File: config.mk
export PLATFORM = sky130hd
export DESIGN_NAME = fsm_out_collector
export DESIGN_NICKNAME = d
export VERILOG_FILES = /design/src/rtl/fsm_out_collector.sv
export SDC_FILE = /design/constraint.sdc
export NUM_CORES = 1
export LEC_CHECK = 0
export ABC_AREA = 1
export BUFFER_PORTS_ARGS = -buffer_cell sky130_fd_sc_hd__buf_4
export CORE_ASPECT_RATIO = 1.1
export CORE_MARGIN = 3
export CORE_UTILIZATION = 49
export DETAILED_ROUTE_END_ITERATION = 6
export GPL_TIMING_DRIVEN = 0
export PLACE_DENSITY_LB_ADDON = 0.25
export SKIP_LAST_GASP = 1
export SLEW_MARGIN = 40
export SYNTH_ARGS = -nofsm -noshare
export SYNTH_HDL_FRONTEND = slang
export SYNTH_SLANG_ARGS = --single-unit
File: constraint.sdc
create_clock -name clk -period 2.2 [get_ports clk]
set_clock_uncertainty 0.15 [all_clocks]
set_input_delay 0.22 -clock clk [delete_from_list [all_inputs] [get_ports clk]]
set_output_delay 0.22 -clock clk [all_outputs]
set_load 0.1 [all_outputs]
File: src/rtl/fsm_out_collector.sv
// fsm_out_collector: packs the serial bit stream of an upstream Mealy FSM
// into WORD_W-bit words (MSB first) and queues them in a small FIFO.
// Ports:
//   clk, reset            - clock, asynchronous active-high reset
//   in_valid, in_bit      - serial input bit and its qualifier
//   flush                 - discard the partial word (wins over in_valid)
//   ovf_clr               - clear the sticky overflow flag
//   out_ready             - consumer accepts the head word
//   out_valid, out_data   - FIFO non-empty, head word (0 when empty)
//   bit_cnt               - bits held in the partial word
//   overflow              - sticky: a completed word was dropped
//   out_parity            - XOR of the head word (FSM_OUT_COLLECTOR_PARITY_EN)
// Optional feature macro: FSM_OUT_COLLECTOR_PARITY_EN
module fsm_out_collector #(
    parameter int WORD_W     = 8,
    parameter int FIFO_DEPTH = 4
) (
    input  logic              clk,
    input  logic              reset,
    input  logic              in_valid,
    input  logic              in_bit,
    input  logic              flush,
    input  logic              ovf_clr,
    input  logic              out_ready,
    output logic              out_valid,
    output logic [WORD_W-1:0] out_data,
    output logic [4:0]        bit_cnt,
`ifdef FSM_OUT_COLLECTOR_PARITY_EN
    output logic              out_parity,
`endif
    output logic              overflow
);

    localparam int         AW   = (FIFO_DEPTH > 1) ? $clog2(FIFO_DEPTH) : 1;
    localparam logic [4:0] LAST = 5'(WORD_W - 1);
    localparam logic [AW:0] FULL = (AW + 1)'(FIFO_DEPTH);

    typedef enum logic {
        S_IDLE    = 1'b0,
        S_COLLECT = 1'b1
    } state_t;

    state_t            r_state;
    logic [WORD_W-1:0] r_shift;
    logic [4:0]        r_bit_cnt;
    logic [WORD_W-1:0] r_mem [FIFO_DEPTH];
    logic [AW-1:0]     r_wptr;
    logic [AW-1:0]     r_rptr;
    logic [AW:0]       r_count;
    logic              r_overflow;

    logic              w_complete;
    logic [WORD_W-1:0] w_word;
    logic              w_empty;
    logic              w_full;
    logic              w_pop;
    logic              w_push;
    logic              w_drop;

    assign w_complete = in_valid & ~flush & (r_bit_cnt == LAST);
    assign w_word     = {r_shift[WORD_W-2:0], in_bit};
    assign w_empty    = (r_count == '0);
    assign w_full     = (r_count == FULL);
    assign w_pop      = ~w_empty & out_ready;
    // A full FIFO still takes the word if the head leaves on the same edge.
    assign w_push     = w_complete & (~w_full | w_pop);
    assign w_drop     = w_complete & w_full & ~w_pop;

    assign out_valid  = ~w_empty;
    assign out_data   = w_empty ? '0 : r_mem[r_rptr];
    assign bit_cnt    = r_bit_cnt;
    assign overflow   = r_overflow;

    // Collector FSM: IDLE holds no bits, COLLECT holds 1..WORD_W-1 bits.
    always_ff @(posedge clk or posedge reset) begin
        if (reset) begin
            r_state   <= S_IDLE;
            r_shift   <= '0;
            r_bit_cnt <= '0;
        end else begin
            unique case (r_state)
                S_IDLE: begin
                    if (in_valid && !flush) begin
                        r_state   <= S_COLLECT;
                        r_shift   <= w_word;
                        r_bit_cnt <= 5'd1;
                    end
                end
                S_COLLECT: begin
                    if (flush || w_complete) begin
                        r_state   <= S_IDLE;
                        r_shift   <= '0;
                        r_bit_cnt <= '0;
                    end else if (in_valid) begin
                        r_shift   <= w_word;
                        r_bit_cnt <= r_bit_cnt + 5'd1;
                    end
                end
                default: begin
                    r_state   <= S_IDLE;
                    r_shift   <= '0;
                    r_bit_cnt <= '0;
                end
            endcase
        end
    end

    // Word FIFO; pointers wrap naturally since FIFO_DEPTH is a power of two.
    always_ff @(posedge clk or posedge reset) begin
        if (reset) begin
            for (int i = 0; i < FIFO_DEPTH; i++) begin
                r_mem[i] <= '0;
            end
            r_wptr     <= '0;
            r_rptr     <= '0;
            r_count    <= '0;
            r_overflow <= 1'b0;
        end else begin
            if (w_push) begin
                r_mem[r_wptr] <= w_word;
                r_wptr        <= r_wptr + AW'(1);
            end
            if (w_pop) begin
                r_rptr <= r_rptr + AW'(1);
            end
            unique case ({w_push, w_pop})
                2'b10:   r_count <= r_count + (AW + 1)'(1);
                2'b01:   r_count <= r_count - (AW + 1)'(1);
                default: r_count <= r_count;
            endcase
            // A new drop beats a simultaneous clear.
            if (w_drop) begin
                r_overflow <= 1'b1;
            end else if (ovf_clr) begin
                r_overflow <= 1'b0;
            end
        end
    end

`ifdef FSM_OUT_COLLECTOR_PARITY_EN
    logic r_par [FIFO_DEPTH];

    always_ff @(posedge clk or posedge reset) begin
        if (reset) begin
            for (int i = 0; i < FIFO_DEPTH; i++) begin
                r_par[i] <= 1'b0;
            end
        end else if (w_push) begin
            r_par[r_wptr] <= ^w_word;
        end
    end

    assign out_parity = w_empty ? 1'b0 : r_par[r_rptr];
`endif

endmodule

==> results of run 1 <==
-- sequential cells by signal (all words and copies together) (netlist names) --
| signal | cells |
|---|---|
| r_mem | 32 |
| r_shift | 7 |
| bit_cnt | 5 |
| r_count | 3 |
| r_rptr | 2 |
| r_wptr | 2 |
| overflow | 1 |
| r_state | 1 |
-- metrics by stage --
stage	area, sq um	hold WS (ps)	worst slack [ps]	TNS, ps
6_report	3240	43.0	117	0
5_1_grt	3240	45.1	-7.57	-7.57
4_1_cts	3190	43.3	-34.4	-34.4
3_5_place_dp	3000	-10.8	-248	-407
3_3_place_gp	2970	264	-292	-8090
2_1_floorplan	2730	178	-295	-497
-- logic make-up (layout without fill, tap and decap cells) --
group / count (synthesis) / after routing / share of synthesized area
XOR/XNOR: 5 / 5 / 0.0165
adder cells (fa/ha/maj): 7 / 7 / 0.0358
AO/OA/AOI/OAI: 33 / 33 / 0.0626
buffers and inverters: 42 / 79 / 0.0663
flip-flops: 53 / 53 / 0.499
AND/OR/NAND/NOR: 200 / 200 / 0.320
-- final timing paths --
path | start | endpoint | slack (ps) | cells after the start
min in group asynchronous | reset | overflow | 210 | 3
worst min-delay path | in_bit | r_mem[16] | 40 | 3
worst min register to register | r_mem[1] | r_mem[1] | 330 | 2
max in group asynchronous | reset | r_mem[29] | 1230 | 4
worst max-delay path | bit_cnt[0] | r_count[2] | 120 | 12
worst max register to register | bit_cnt[0] | r_count[2] | 120 | 12
-- layer usage --
metal  track usage  vias up
met3        0.0336       16
met1         0.259     1020
met5             0        -
li1              -     1138
met2         0.349       49
met4        0.0610        0
-- cell type report --
type                       instances  area share
tap                               72      0.0278
inverter                          29      0.0352
multi-input combinational        245       0.382
buffer                            11      0.0189
timing repair buffer              31      0.0881
clock buffer                       7      0.0267
clock inverter                     1     0.00928
sequential                        53       0.412
-- power by group through the flow --
stage               combinational (mW)  clock, mW  sequential, mW
floorplan                         1.52          0            1.24
global placement                  1.93          0            1.21
detailed placement                1.97          0            1.22
global route                      2.30      0.742            1.22
CTS                               2.06      0.693            1.20
finish                            2.15      0.678            1.20
-- worst register-to-register path: cells and delay by family (launching register included) --
| kind | cells | cell delay (ps) |
|---|---|---|
| AO/OA/AOI/OAI | 2 | 220 |
| AND/OR/NAND/NOR | 3 | 170 |
| flip-flops | 1 | 440 |
| XOR/XNOR | 1 | 170 |
| adder cells (fa/ha/maj) | 3 | 700 |
| buffers and inverters | 3 | 150 |
-- timing repair --
action / CTS / global route
endpoints found under the setup margin: 10 / 10
setup buffers: 3 / 4
cloned: 0 / 0
hold buffers: 2 / 0
gates resized for setup: 9 / 15
pin swaps: 0 / 8
endpoints found under the hold margin: 54 / 0
-- cells in the final DEF, fill, tap and decap left out, drive strengths merged, types with 2 or more instances in the layout --
cell / n
nand2: 109
dfrtp: 53
nor2: 52
buf: 38
nand3: 37
inv: 29
o21ai: 22
a21oi: 10
clkbuf: 9
ha: 6
xor2: 3
xnor2: 2
dlygate4sd3: 2
==> metrics.csv, run 1 <==
stage,metric,value,unit
status,outcome,"finished, final reports clean",
clocking,Max Buffers Root-to-Sink,2,
yosys,Post-synth ARST share,1.00,
power_and_ir_drop,power share of the clock group,0.168,
yosys,number of flops mapped to enable cells by yosys,0,
critical_path,worst path cell trace,ha_4 -> nand2_4 -> inv_2 -> nand3_4 -> nor2_4 -> inv_1 -> ha_2 -> inv_2 -> fa_2 -> a21oi_2 -> o21ai_1 -> xnor2_1,
yosys,cell with the most instances after synthesis,nand2_1,
clocking,clock-pin slew on the worst setup and hold paths,100,ps
yosys,Mapped Cells,340,
route,Final ANT Viol Nets,0,
layout,register area,1330,sq um
min_path,Hold WC Path Type,in2reg,
placed_design,HPWL Detailed,4.14,mm
floorplanning,Initial Util,0.518,
route,met2 WL,2.91,mm
placed_design,port buffer count,21,
route,WL met3,207,um
floorplanning,die height,83.3,um
route,Pre-antenna DRT Iters,4,
critical_path,Worst Path Required,2270,ps
power_and_ir_drop,power per cell area,1250,nW/um^2
clocking,TritonCTS Sinks,53,
yosys,Yosys top cell by area,dfrtp_1,
route,drt wl/cell,13.1,um
clocking,clock root buffer master,clkbuf_8,
floorplanning,Chip Width,76.2,um
placed_design,dpl cells,434,
timing,Slew headroom,0.667,
global_routing,initial antenna violation count,0,
route,M1 WL,2.59,mm
layout,layout net count,390,
critical_path,CP Capture Type,flip-flop,
critical_path,CP most frequent cell,inv_2,
route,via count,2223,
critical_path,crit path max-delay cell type,dfrtp_2,
yosys,Mapped Avg Cell Area,7.82,sq um
layout,Antenna diodes,0,
critical_path,crit path launch type,flip-flop,
yosys,Synth top cells by count,"104 x nand2_1, 53 x dfrtp_1, 50 x nor2_1, 36 x nand3_1, 25 x inv_1",
power_and_ir_drop,maximum vdd drop,821,uV
timing,final-report hold violation count,0,
route,Via density,4.95,
clocking,clk_lat worst skew,300,ps
floorplanning,IO Count,22,
yosys,Synth cell types,26,
yosys,syn_nets,354,
timing,actual slew at the worst max-slew pin,499,ps
power_and_ir_drop,net switching power,1.98,mW
global_routing,gr usage total,0.202,
critical_path,Crit path largest cell delay,440,ps
placed_design,Final Wtd Congestion,0.789,
critical_path,Worst EP arrival,2160,ps
power_and_ir_drop,Lkg Pwr,1.72,nW
global_routing,number of global-route vias before repair,2203,
floorplanning,Core Footprint,5130,sq um
power_and_ir_drop,switching share of power,0.492,
yosys,Ys Warns,0,
yosys,Synth area leaders,"dfrtp_1 50%, nand2_1 15%, nor2_1 7.1%",
route,1st-iter DRT viols,183,
clocking,CTS tree,yes,
timing,# setup viols final,0,
floorplanning,FP Rows,27,
timing,Slew Limit Fails,0,
layout,fillers,473,
layout,final std cells w/o fill,449,
yosys,post-synth top area share,0.499,
timing,Final Critical Period,2080,ps
layout,area grow syn2layout,21.7,%
power_and_ir_drop,internal power,2.05,mW
global_routing,largest net degree at the start of global routing,45,
critical_path,Crit Path Max Fanout,3,
power_and_ir_drop,combinational share of power,0.534,
global_routing,first-pass GRT wire length,10.3,mm
timing,final period utilization,0.947,
layout,multi-input logic area,1240,sq um
route,DR DRC count,0,
run,Max Cap Viol,0,
critical_path,CP Class,reg2reg,
power_and_ir_drop,Tot Pwr,4.03,mW
route,Highest Signal Layer,met4,
critical_path,CP top delay family,adder cells,
clocking,number of H-tree levels,2,
route,final wirelength,5.87,mm
layout,share of layout cells above drive strength 1,0.207,
yosys,number of synthesized register bits,53,
layout,"Core Util, Final",0.630,
yosys,"Seq/Total Area, Yosys",0.499,
yosys,mapped cell area,2660,sq um
yosys,Post-synth top flop,dfrtp_1,
clocking,CTS Buf Count,5,
timing,Max Freq,480,MHz
global_routing,grt ovf,0,
power_and_ir_drop,Sequential Power Share,0.298,
floorplanning,die area,6350,sq um
critical_path,Critical path buffers and inverters,3,
Note: power is estimated with default switching activity, not from simulation.
==> run 2, diff against run 1 <==
--- a/config.mk
+++ b/config.mk
@@ -11,4 +11,5 @@
 export CORE_MARGIN = 3
 export CORE_UTILIZATION = 49
+export CTS_CLUSTER_DIAMETER = 30
 export DETAILED_ROUTE_END_ITERATION = 6
 export GPL_TIMING_DRIVEN = 0
==> constraint.sdc (replaced) <==
create_clock -name clk -period 2.2 [get_ports clk]
set_clock_uncertainty 0.15 [all_clocks]
set_input_delay 0.11 -clock clk [delete_from_list [all_inputs] [get_ports clk]]
set_output_delay 0.11 -clock clk [all_outputs]
set_load 0.1 [all_outputs]
==> metrics.csv, run 2 (synthesized netlist as in run 1, its figures left out) <==
stage,metric,value,unit,change
status,outcome,"finished, final reports clean",,
min_path,hold path cells,5,,+2
power_and_ir_drop,maximum vdd drop,1050,uV,+27%
layout,layout net count,394,,+1.0%
critical_path,Worst Path Required,1940,ps,-330 ps
clocking,clock-pin slew on the worst setup and hold paths,90,ps,about the same
timing,Final Critical Period,2090,ps,+4.89 ps
timing,final setup margin,112,ps,-4.89 ps
route,Pre-antenna DRT Iters,5,,+1
critical_path,CP Capture Type,primary output,,
clocking,clk_lat worst skew,300,ps,about the same
placed_design,dpl ws,-248,ps,unchanged
layout,"leading cell types in the layout, fill and taps excluded","103 x nand2_1, 48 x nor2_1, 48 x dfrtp_1",,
timing,# setup viols final,0,,unchanged
layout,Finished Cell Area,3240,sq um,+0.23%
critical_path,r2r startpoint,bit_cnt[0],,
clocking,number of H-tree levels,2,,unchanged
route,1st-iter DRT viols,217,,+19%
route,final wirelength,5.90,mm,+0.51%
critical_path,Crit Path Max Fanout,10,,+7
global_routing,initial antenna violation count,0,,unchanged
layout,"commonest non-fill, non-tap cell in the layout",nand2_1,,
power_and_ir_drop,power per cell area,1210,nW/um^2,-2.4%
route,Final ANT Viol Nets,0,,unchanged
route,drt wl/cell,13.0,um,-0.38%
placed_design,DP Area,3000,sq um,unchanged
layout,final std cells w/o fill,453,,+0.89%
timing,setup TNS,0,ps,unchanged
timing,final-report hold violation count,0,,unchanged
floorplanning,FP Rows,27,,unchanged
min_path,Hold Path Sink,r_rptr[1],,
layout,share of layout cells above drive strength 1,0.207,,+0.000453
critical_path,worst reg2reg endpoint,r_count[2],,
layout,area grow syn2layout,22.0,%,
clocking,clock root buffer master,clkbuf_8,,
placed_design,HPWL Detailed,4.14,mm,unchanged
critical_path,crit path launch type,flip-flop,,
route,DR DRC count,0,,unchanged
critical_path,Worst EP arrival,1830,ps,-330 ps
placed_design,dpl cells,434,,unchanged
timing,RSZ-0062 raised after global routing,true,,
global_routing,grt ovf,0,,unchanged
route,Via density,4.91,,-0.75%
floorplanning,Initial Util,0.518,,unchanged
placed_design,Final Wtd Congestion,0.789,,unchanged
floorplanning,Core Footprint,5130,sq um,unchanged
global_routing,number of global-route vias before repair,2221,,+0.82%
layout,fillers,466,,-1.5%
clocking,CTS Buf Count,5,,unchanged
clocking,CTS tree,yes,,
critical_path,R2R Setup Slk,130,ps,about the same
floorplanning,Chip Width,76.2,um,unchanged
floorplanning,die area,6350,sq um,unchanged
placed_design,port buffer count,21,,unchanged
global_routing,gr usage total,0.203,,+0.000695
power_and_ir_drop,Lkg Pwr,1.71,nW,-0.21%
timing,Max Freq,479,MHz,-0.23%
timing,final period utilization,0.949,,+0.00222
min_path,worst hold start,out_ready,,
layout,number of flip-flops in the largest register,32,,unchanged
layout,Top reg by flops,r_mem,,
critical_path,r2r worst-path depth,12,,unchanged
clocking,TritonCTS Sinks,53,,unchanged
layout,Antenna diodes,0,,unchanged
timing,Slew Limit Fails,0,,unchanged
critical_path,CP Class,reg2out,,
global_routing,first-pass GRT wire length,10.4,mm,+0.61%
min_path,Hold WC Path Type,in2reg,,
floorplanning,die height,83.3,um,unchanged
floorplanning,IO Count,22,,unchanged
route,via count,2226,,+0.13%
timing,actual slew at the worst max-slew pin,502,ps,+2.86 ps
clocking,Max Buffers Root-to-Sink,2,,unchanged
run,Max Cap Viol,0,,unchanged
global_routing,largest net degree at the start of global routing,45,,unchanged
timing,Slew headroom,0.665,,-0.00191
==> run 2: what timing repair did <==
action	in CTS	in global routing
hold buffers	5	0
hold endpoints to repair	60	0
resized for setup	3	10
setup buffers	4	4
endpoints found under the setup margin	7	8
cloned	0	0
pin swaps	2	4
==> run 2: cell type report <==
class / count / area (sq um) / share of cell area
clock inverter: 1 / 30.0 / 0.00926
inverter: 29 / 113 / 0.0347
sequential: 53 / 1330 / 0.411
buffer: 11 / 61.3 / 0.0189
multi-input combinational: 245 / 1230 / 0.380
tap: 72 / 90.1 / 0.0278
timing repair buffer: 35 / 299 / 0.0922
clock buffer: 7 / 86.3 / 0.0266
==> run 2: worst max-delay path by stage <==
stage | depth (start not counted) | slack [ps] | from | endpoint
floorplan | 11 | -290 | bit_cnt[1] | r_count[1]
global placement | 8 | -220 | r_count[0] | r_count[1]
detailed placement | 8 | -250 | r_count[0] | r_count[1]
CTS | 13 | 10 | bit_cnt[0] | r_count[2]
global route | 12 | -5 | bit_cnt[0] | r_count[2]
finish | 7 | 110 | r_rptr[0] | out_data[6]
==> run 2: power by group <==
group	switching, mW	total (mW)	leakage (nW)	internal (mW)
Sequential	0.124	1.20	0.707	1.08
Clock	0.311	0.683	0.0585	0.371
Combinational	1.52	2.06	0.946	0.534
==> run 2: through the flow <==
step	hold slack, ps	utilization	total power, mW
6_report	74.9	0.632	3.94
3_3_place_gp	154	0.579	3.15
4_1_cts	18.7	0.624	3.91
2_1_floorplan	68.5	-	2.76
3_5_place_dp	-121	0.584	3.19
5_1_grt	89.1	0.632	4.16
==> run 2: layer usage <==
layer / vias to the layer above / global-route usage / wire length [um]
met5: - / 0 / 0
met4: 0 / 0.0593 / 100
met3: 9 / 0.0347 / 162
met2: 32 / 0.351 / 2980
met1: 1042 / 0.260 / 2670
li1: 1143 / - / -
==> run 2: critical path, cell delays in order, from the launching register on <==
cell and delay [ps]:
dfrtp_1 370, clkbuf_4 220, buf_4 190, nor2_1 60, nor2_1 110, o21ai_0 110
a21oi_2 150, buf_4 300
